<file path="src/rtl/cluster_unpacker.sv">
// Rebuilds an S-bit pad map from a stream of cluster words and presents one map per frame.
// Define CLUSTER_UNPACK_OVERLAP_ERR_EN to add the err_overlap output.
//
//   state   | meaning
//   ACCUM   | accepting cluster words and ORing them into the map
//   PRESENT | frame complete, map held on out_sbits until out_ready
module cluster_unpacker #(
  parameter int MXPAD   = 1536,
  parameter int MXCLUST = 8,
  localparam int NCW    = $clog2(MXCLUST + 1)
) (
  input  logic             clock,
  input  logic             reset_n,
  input  logic             in_valid,
  output logic             in_ready,
  input  logic [13:0]      in_cluster,
  input  logic             in_last,
  output logic             out_valid,
  input  logic             out_ready,
  output logic [MXPAD-1:0] out_sbits,
  output logic [NCW-1:0]   out_nclust,
  output logic             err_adr,
`ifdef CLUSTER_UNPACK_OVERLAP_ERR_EN
  output logic             err_overlap,
`endif
  output logic             err_ovf
);

  typedef enum logic {ACCUM, PRESENT} state_t;

  localparam logic [11:0]    PAD_LIM  = 12'(MXPAD);
  localparam logic [NCW-1:0] CLUST_MX = NCW'(MXCLUST);

  state_t           state_q, state_d;
  logic [MXPAD-1:0] map_q, map_d;
  logic [NCW-1:0]   nclust_q, nclust_d;
  logic             err_adr_q, err_adr_d;
  logic             err_ovf_q, err_ovf_d;
  logic [MXPAD-1:0] run_w, mask;
  logic [7:0]       run;
  logic [10:0]      adr;
  logic [2:0]       cnt;
  logic             xfer, is_null, adr_bad, full;

  assign adr     = in_cluster[10:0];
  assign cnt     = in_cluster[13:11];
  assign is_null = (adr == 11'h7FF);
  assign adr_bad = !is_null && ({1'b0, adr} >= PAD_LIM);
  assign full    = (nclust_q == CLUST_MX);
  assign xfer    = in_valid && in_ready;

  // cnt+1 ones shifted up to the first pad; anything past the top pad falls off
  assign run = 8'hFF >> (3'd7 - cnt);
  always_comb begin
    run_w      = '0;
    run_w[7:0] = run;
    mask       = run_w << adr;
  end

`ifdef CLUSTER_UNPACK_OVERLAP_ERR_EN
  logic err_ovl_q, err_ovl_d;
`endif

  always_ff @(posedge clock or negedge reset_n) begin
    if (!reset_n) state_q <= ACCUM;
    else          state_q <= state_d;
  end

  always_comb begin
    state_d   = state_q;
    map_d     = map_q;
    nclust_d  = nclust_q;
    err_adr_d = err_adr_q;
    err_ovf_d = err_ovf_q;
`ifdef CLUSTER_UNPACK_OVERLAP_ERR_EN
    err_ovl_d = err_ovl_q;
`endif
    in_ready  = 1'b0;
    out_valid = 1'b0;
    case (state_q)
      ACCUM: begin
        in_ready = 1'b1;
        if (xfer) begin
          if (!is_null) begin
            if (adr_bad) err_adr_d = 1'b1;
            if (full)    err_ovf_d = 1'b1;
            if (!adr_bad && !full) begin
              map_d    = map_q | mask;
              nclust_d = nclust_q + 1'b1;
`ifdef CLUSTER_UNPACK_OVERLAP_ERR_EN
              if (|(map_q & mask)) err_ovl_d = 1'b1;
`endif
            end
          end
          if (in_last) state_d = PRESENT;
        end
      end
      PRESENT: begin
        out_valid = 1'b1;
        if (out_ready) begin
          state_d   = ACCUM;
          map_d     = '0;
          nclust_d  = '0;
          err_adr_d = 1'b0;
          err_ovf_d = 1'b0;
`ifdef CLUSTER_UNPACK_OVERLAP_ERR_EN
          err_ovl_d = 1'b0;
`endif
        end
      end
      default: state_d = ACCUM;
    endcase
  end

  always_ff @(posedge clock or negedge reset_n) begin
    if (!reset_n) begin
      map_q     <= '0;
      nclust_q  <= '0;
      err_adr_q <= 1'b0;
      err_ovf_q <= 1'b0;
    end else begin
      map_q     <= map_d;
      nclust_q  <= nclust_d;
      err_adr_q <= err_adr_d;
      err_ovf_q <= err_ovf_d;
    end
  end

`ifdef CLUSTER_UNPACK_OVERLAP_ERR_EN
  always_ff @(posedge clock or negedge reset_n) begin
    if (!reset_n) err_ovl_q <= 1'b0;
    else          err_ovl_q <= err_ovl_d;
  end
  assign err_overlap = err_ovl_q;
`endif

  assign out_sbits  = map_q;
  assign out_nclust = nclust_q;
  assign err_adr    = err_adr_q;
  assign err_ovf    = err_ovf_q;

endmodule

</file>
<file path="config.mk">
export PLATFORM = sky130hd
export DESIGN_NAME = cluster_unpacker
export DESIGN_NICKNAME = d
export VERILOG_FILES = /design/src/rtl/cluster_unpacker.sv
export SDC_FILE = /design/constraint.sdc
export NUM_CORES = 2
export LEC_CHECK = 0
export ABC_AREA = 1
export CORE_AREA = 2 2 613 615
export CTS_CLUSTER_DIAMETER = 120
export DETAILED_ROUTE_END_ITERATION = 12
export DIE_AREA = 0 0 615 617
export PLACE_DENSITY = 0.39
export RECOVER_POWER = 100
export SYNTH_ARGS = -nofsm -noshare
export SYNTH_HDL_FRONTEND = slang
export SYNTH_SLANG_ARGS = --single-unit
</file>
<file path="constraint.sdc">
create_clock -name clock -period 2 [get_ports clock]
set_clock_uncertainty 0.2 [all_clocks]
set_input_delay 0.4 -clock clock [delete_from_list [all_inputs] [get_ports clock]]
set_output_delay 0.4 -clock clock [all_outputs]
set_load 0.05 [all_outputs]
</file>
==> summary.md <==
| Metric | Value |
|---|---|
| Share of synthesized area occupied by flip-flops and latches | 58.1% |
| Worst Hold Margin | 0.121 ns |
| Required arrival time at the worst endpoint | 2.54 ns |
| Most common library cell in the layout ignoring fill and taps | buf_4 |
| Final core utilization | 29.2% |
| Maximum frequency from static timing analysis | 394 MHz |
| Total Nets Final | 9926 |
| Register clock-pin slew on the reported worst setup and hold paths | 0.06 ns |
| Clock net sink count | 1543 |
| Total setup violations reported at the end of the flow | 3454 |
| Slowest stage delay, CP | 0.41 ns |
| Largest cells by area after synthesis | dfrtp_1 58%, a21oi_1 11%, inv_1 7.2% |
| Worst Path Arrival | 3.08 ns |
| Post-route worst setup slack | -0.538 ns |
| Critical setup path kind | reg -> reg |
| Critical path's top delay family | buffers and inverters |
| Via density per instance | 4.45 |
| Static leakage | 48.5 nW |
| Area growth from synthesis to layout | 64.5% |
| Startpoint of the worst-slack reg-to-reg timing path | out_nclust[1]$_DFFE_PN0P_ |
| Clock tree from TritonCTS | built |
| Most used flip-flop cell after synthesis | dfrtp_1 |
| Sort of element at the end of the critical path | register |
| Die Area | 0.379 sq mm |
| Peak fanout along the critical path | 8 |
| Maximum root-to-sink buffer count | 4 |
| Number of unique standard cell types used by synthesis | 36 |
| Number of global-route vias before repair | 65000 |
| GRT overflow | 0 |
| Logic depth of the worst register-to-register path | 15 |
| Crit-path cells | inv_2 > ha_4 > nand2_4 > nor2_4 > a21oi_2 > nand2_2 > nand2_4 > buf_12 > nand2_8 > buf_12 > clkinv_16 > buf_12 > buf_16 > nand4_1 > a21oi_1 |
| Final RePlAce weighted congestion | 0.871 |
| Tot GR Track Use | 22.4% |
| Number of synthesized flops with an enable pin | 0 |
| Netlist Area Pre-Place | 0.0664 sq mm |
| Num CTS Buffers | 199 |
| Status | complete, but fails checks |
| Post-Synthesis Mean Instance Area | 8.76 sq um |
| Min cycle time layout | 2.54 ns |
| Total of max-cap violations | 0 |
| Global-route wire length before repair | 591000 um |
| Number of instances on the worst hold path | 11 |
| Worst supply voltage drop on vdd | 0.000682 V |
| Transition at the pin with the smallest max-transition slack | 1.27 ns |
| Cells after synthesis | 7580 |
| Fin. max-slew vios | 0 |
| Wire length after detailed routing | 454000 um |
| Unrepaired setup endpoints after global routing | yes |
| Area of the core | 0.374 sq mm |
| Async set-reset flop share out of synthesis | 100% |
| Warnings, synthesis | 0 |
| Routed length per instance | 30.1 um |
| Failing checks | negative setup slack |
| Type of element launching the critical path | register |
| Fraction of layout cells with a size suffix above 1 | 35.5% |
| # rows | 225 |
| Count of fill cells added during filler insertion | 39400 |
| Worst relative slew slack | 15.6% |
| Hold Crit Endpoint | err_ovf$_DFFE_PN0P_ |
| PD cells | 825 mW/mm^2 |
| Min-Delay Startpoint | in_cluster[7] |
| Remaining routing DRC violations | 0 |
| Number of endpoints with negative hold slack in the final report | 0 |
| H-tree depth reported by CTS | 4 |
| Worst reg2reg endpoint | out_sbits[56]$_DFFE_PN0P_ |
| Skew-Pair Late Insertion Delay | 0.90 ns |
| Buffer and inverter count on the worst path | 6 |
| Initial DRC count | 5374 |
| CP dominant cell by count | buf_12 |
| Remaining antenna violation count after routing | 0 |
| Root cell of the clock tree | clkbuf_16 |
| Commonest cells after routing, fill and taps aside | 1989 x buf_4, 1540 x dfrtp_1, 1267 x inv_1, 1188 x a21oi_1, 634 x nand2_1 |
| Post-Synthesis Net Count | 7601 |
| R2r setup slk | -0.54 ns |
| Number of storage elements in the synthesis netlist | 1543 |
| Period utilization | 127% |
| Worst hold path type | in -> reg |
| Port Buffers | 1562 |
| HPWL after detailed placement | 326000 um |
| Critical path's slowest cell | dfrtp_2 |
| Detailed Routing Iterations Pass 1 | 8 |
| Total via count after detailed routing | 67000 |
| Share of the synthesized area in the top cell type | 58.1% |
| Width of the die | 615 um |
| Initial antenna violation count | 31 |
| Maximum number of pins on one net before global-route repair | 133 |
| IO Count | 1563 |
| Die extent in y | 617 um |
| Starting utilization of the core area | 17.8% |
| Biggest area consumer among synthesized cells | dfrtp_1 |
-- synthesized netlist by cell type (all sizes together) (25+ instances only) --
cell type	instances
dfrtp	1543
a21oi	1401
inv	1285
nor2	730
nand2	683
nand3	641
nand4	395
buf	351
clkbuf	265
a31oi	91
nor4	60
o21a	54
nor3	47
o21ai	25
-- worst reg2reg max path, delay by kind of cell, from the launching register on --
kind                       cells  cell delay, ns
buffers and inverters          6            0.98
and+or+nand+nor                6            0.55
DFF                            1            0.41
adders and majority gates      1            0.14
AOI/OAI and AO/OA              2            0.13
-- where the power goes --
part,internal (mW),switching [mW]
logic,6.30,12.0
clock network,23.8,15.7
registers,31.8,0.532
total,61.9,28.3
-- timing repair --
| item | CTS | global route |
|---|---|---|
| endpoints found under the setup margin | 3085 | 3082 |
| gates resized for setup | 192 | 474 |
| cloned | 51 | 60 |
| buffers inserted | 50 | 61 |
| hold buffers | 9 | 0 |
| pin swaps | 35 | 247 |
| endpoints found under the hold margin | 1571 | 0 |
-- cells by family after synthesis --
logic type	Yosys count	synth area share [%]
adders and majority gates	2	0.0377
AOI/OAI and AO/OA	1575	12.3
DFF	1543	58.1
buffers and inverters	1902	11.3
and+or+nand+nor	2558	18.3
-- sequential cells by signal (all words and copies together) (netlist names) --
| register | cells |
|---|---|
| state_q | 1 |
| out_sbits | 1536 |
| out_nclust | 4 |
| err_ovf | 1 |
| err_adr | 1 |
-- metal layers --
metal  wire, um  part of all wire, %  up-vias  GRT usage (%)
met2     210000                   46     2630           35.9
li1           -                    -    29400              -
met4      25700                  5.7        8           10.8
met1     187000                   41    34400           28.2
met5         50                0.011        -              0
met3      30900                  6.8      689           5.54
-- worst max-delay path by stage --
stage,from,end,slack [ns],cells past startpoint
finish,out_nclust[1]$_DFFE_PN0P_,out_sbits[56]$_DFFE_PN0P_,-0.54,15
global route,state_q$_DFF_PN0_,out_sbits[1069]$_DFFE_PN0P_,-0.64,15
CTS,state_q$_DFF_PN0_,out_sbits[1069]$_DFFE_PN0P_,-0.51,15
detailed placement,in_cluster[0],out_sbits[79]$_DFFE_PN0P_,-2.00,13
global placement,in_cluster[0],out_sbits[1190]$_DFFE_PN0P_,-2.06,18
floorplan,out_nclust[0]$_DFFE_PN0P_,out_sbits[1113]$_DFFE_PN0P_,-0.25,14
-- cell type report --
type | instances | area, sq um | area share, %
Timing Repair Buffer | 2733 | 29800 | 27.3
Multi-Input combinational cell | 4135 | 22400 | 20.5
Timing Repair inverter | 7 | 180 | 0.165
Sequential cell | 1543 | 38600 | 35.3
Antenna cell | 19 | 47.5 | 0.0435
Inverter | 1286 | 4910 | 4.50
Clock buffer | 288 | 5860 | 5.37
Clock inverter | 69 | 1240 | 1.14
Tap cell | 4994 | 6250 | 5.72
-- per-stage QoR --
stage	worst slack [ns]	total power, mW	cell area [sq um]	cells	setup TNS (ns)
floorplan	-0.247	39.2	66700	7580	-314.51
global placement	-2.06	47.2	95500	14500	-2607.44
detailed placement	-2.00	47.2	95500	14500	-2615.03
CTS	-0.514	89.3	105000	14900	-838.68
global route	-0.643	93.1	109000	15100	-1124.22
finish	-0.538	90.2	109000	15100	-762.60
Power figures use the tool's default switching activity.
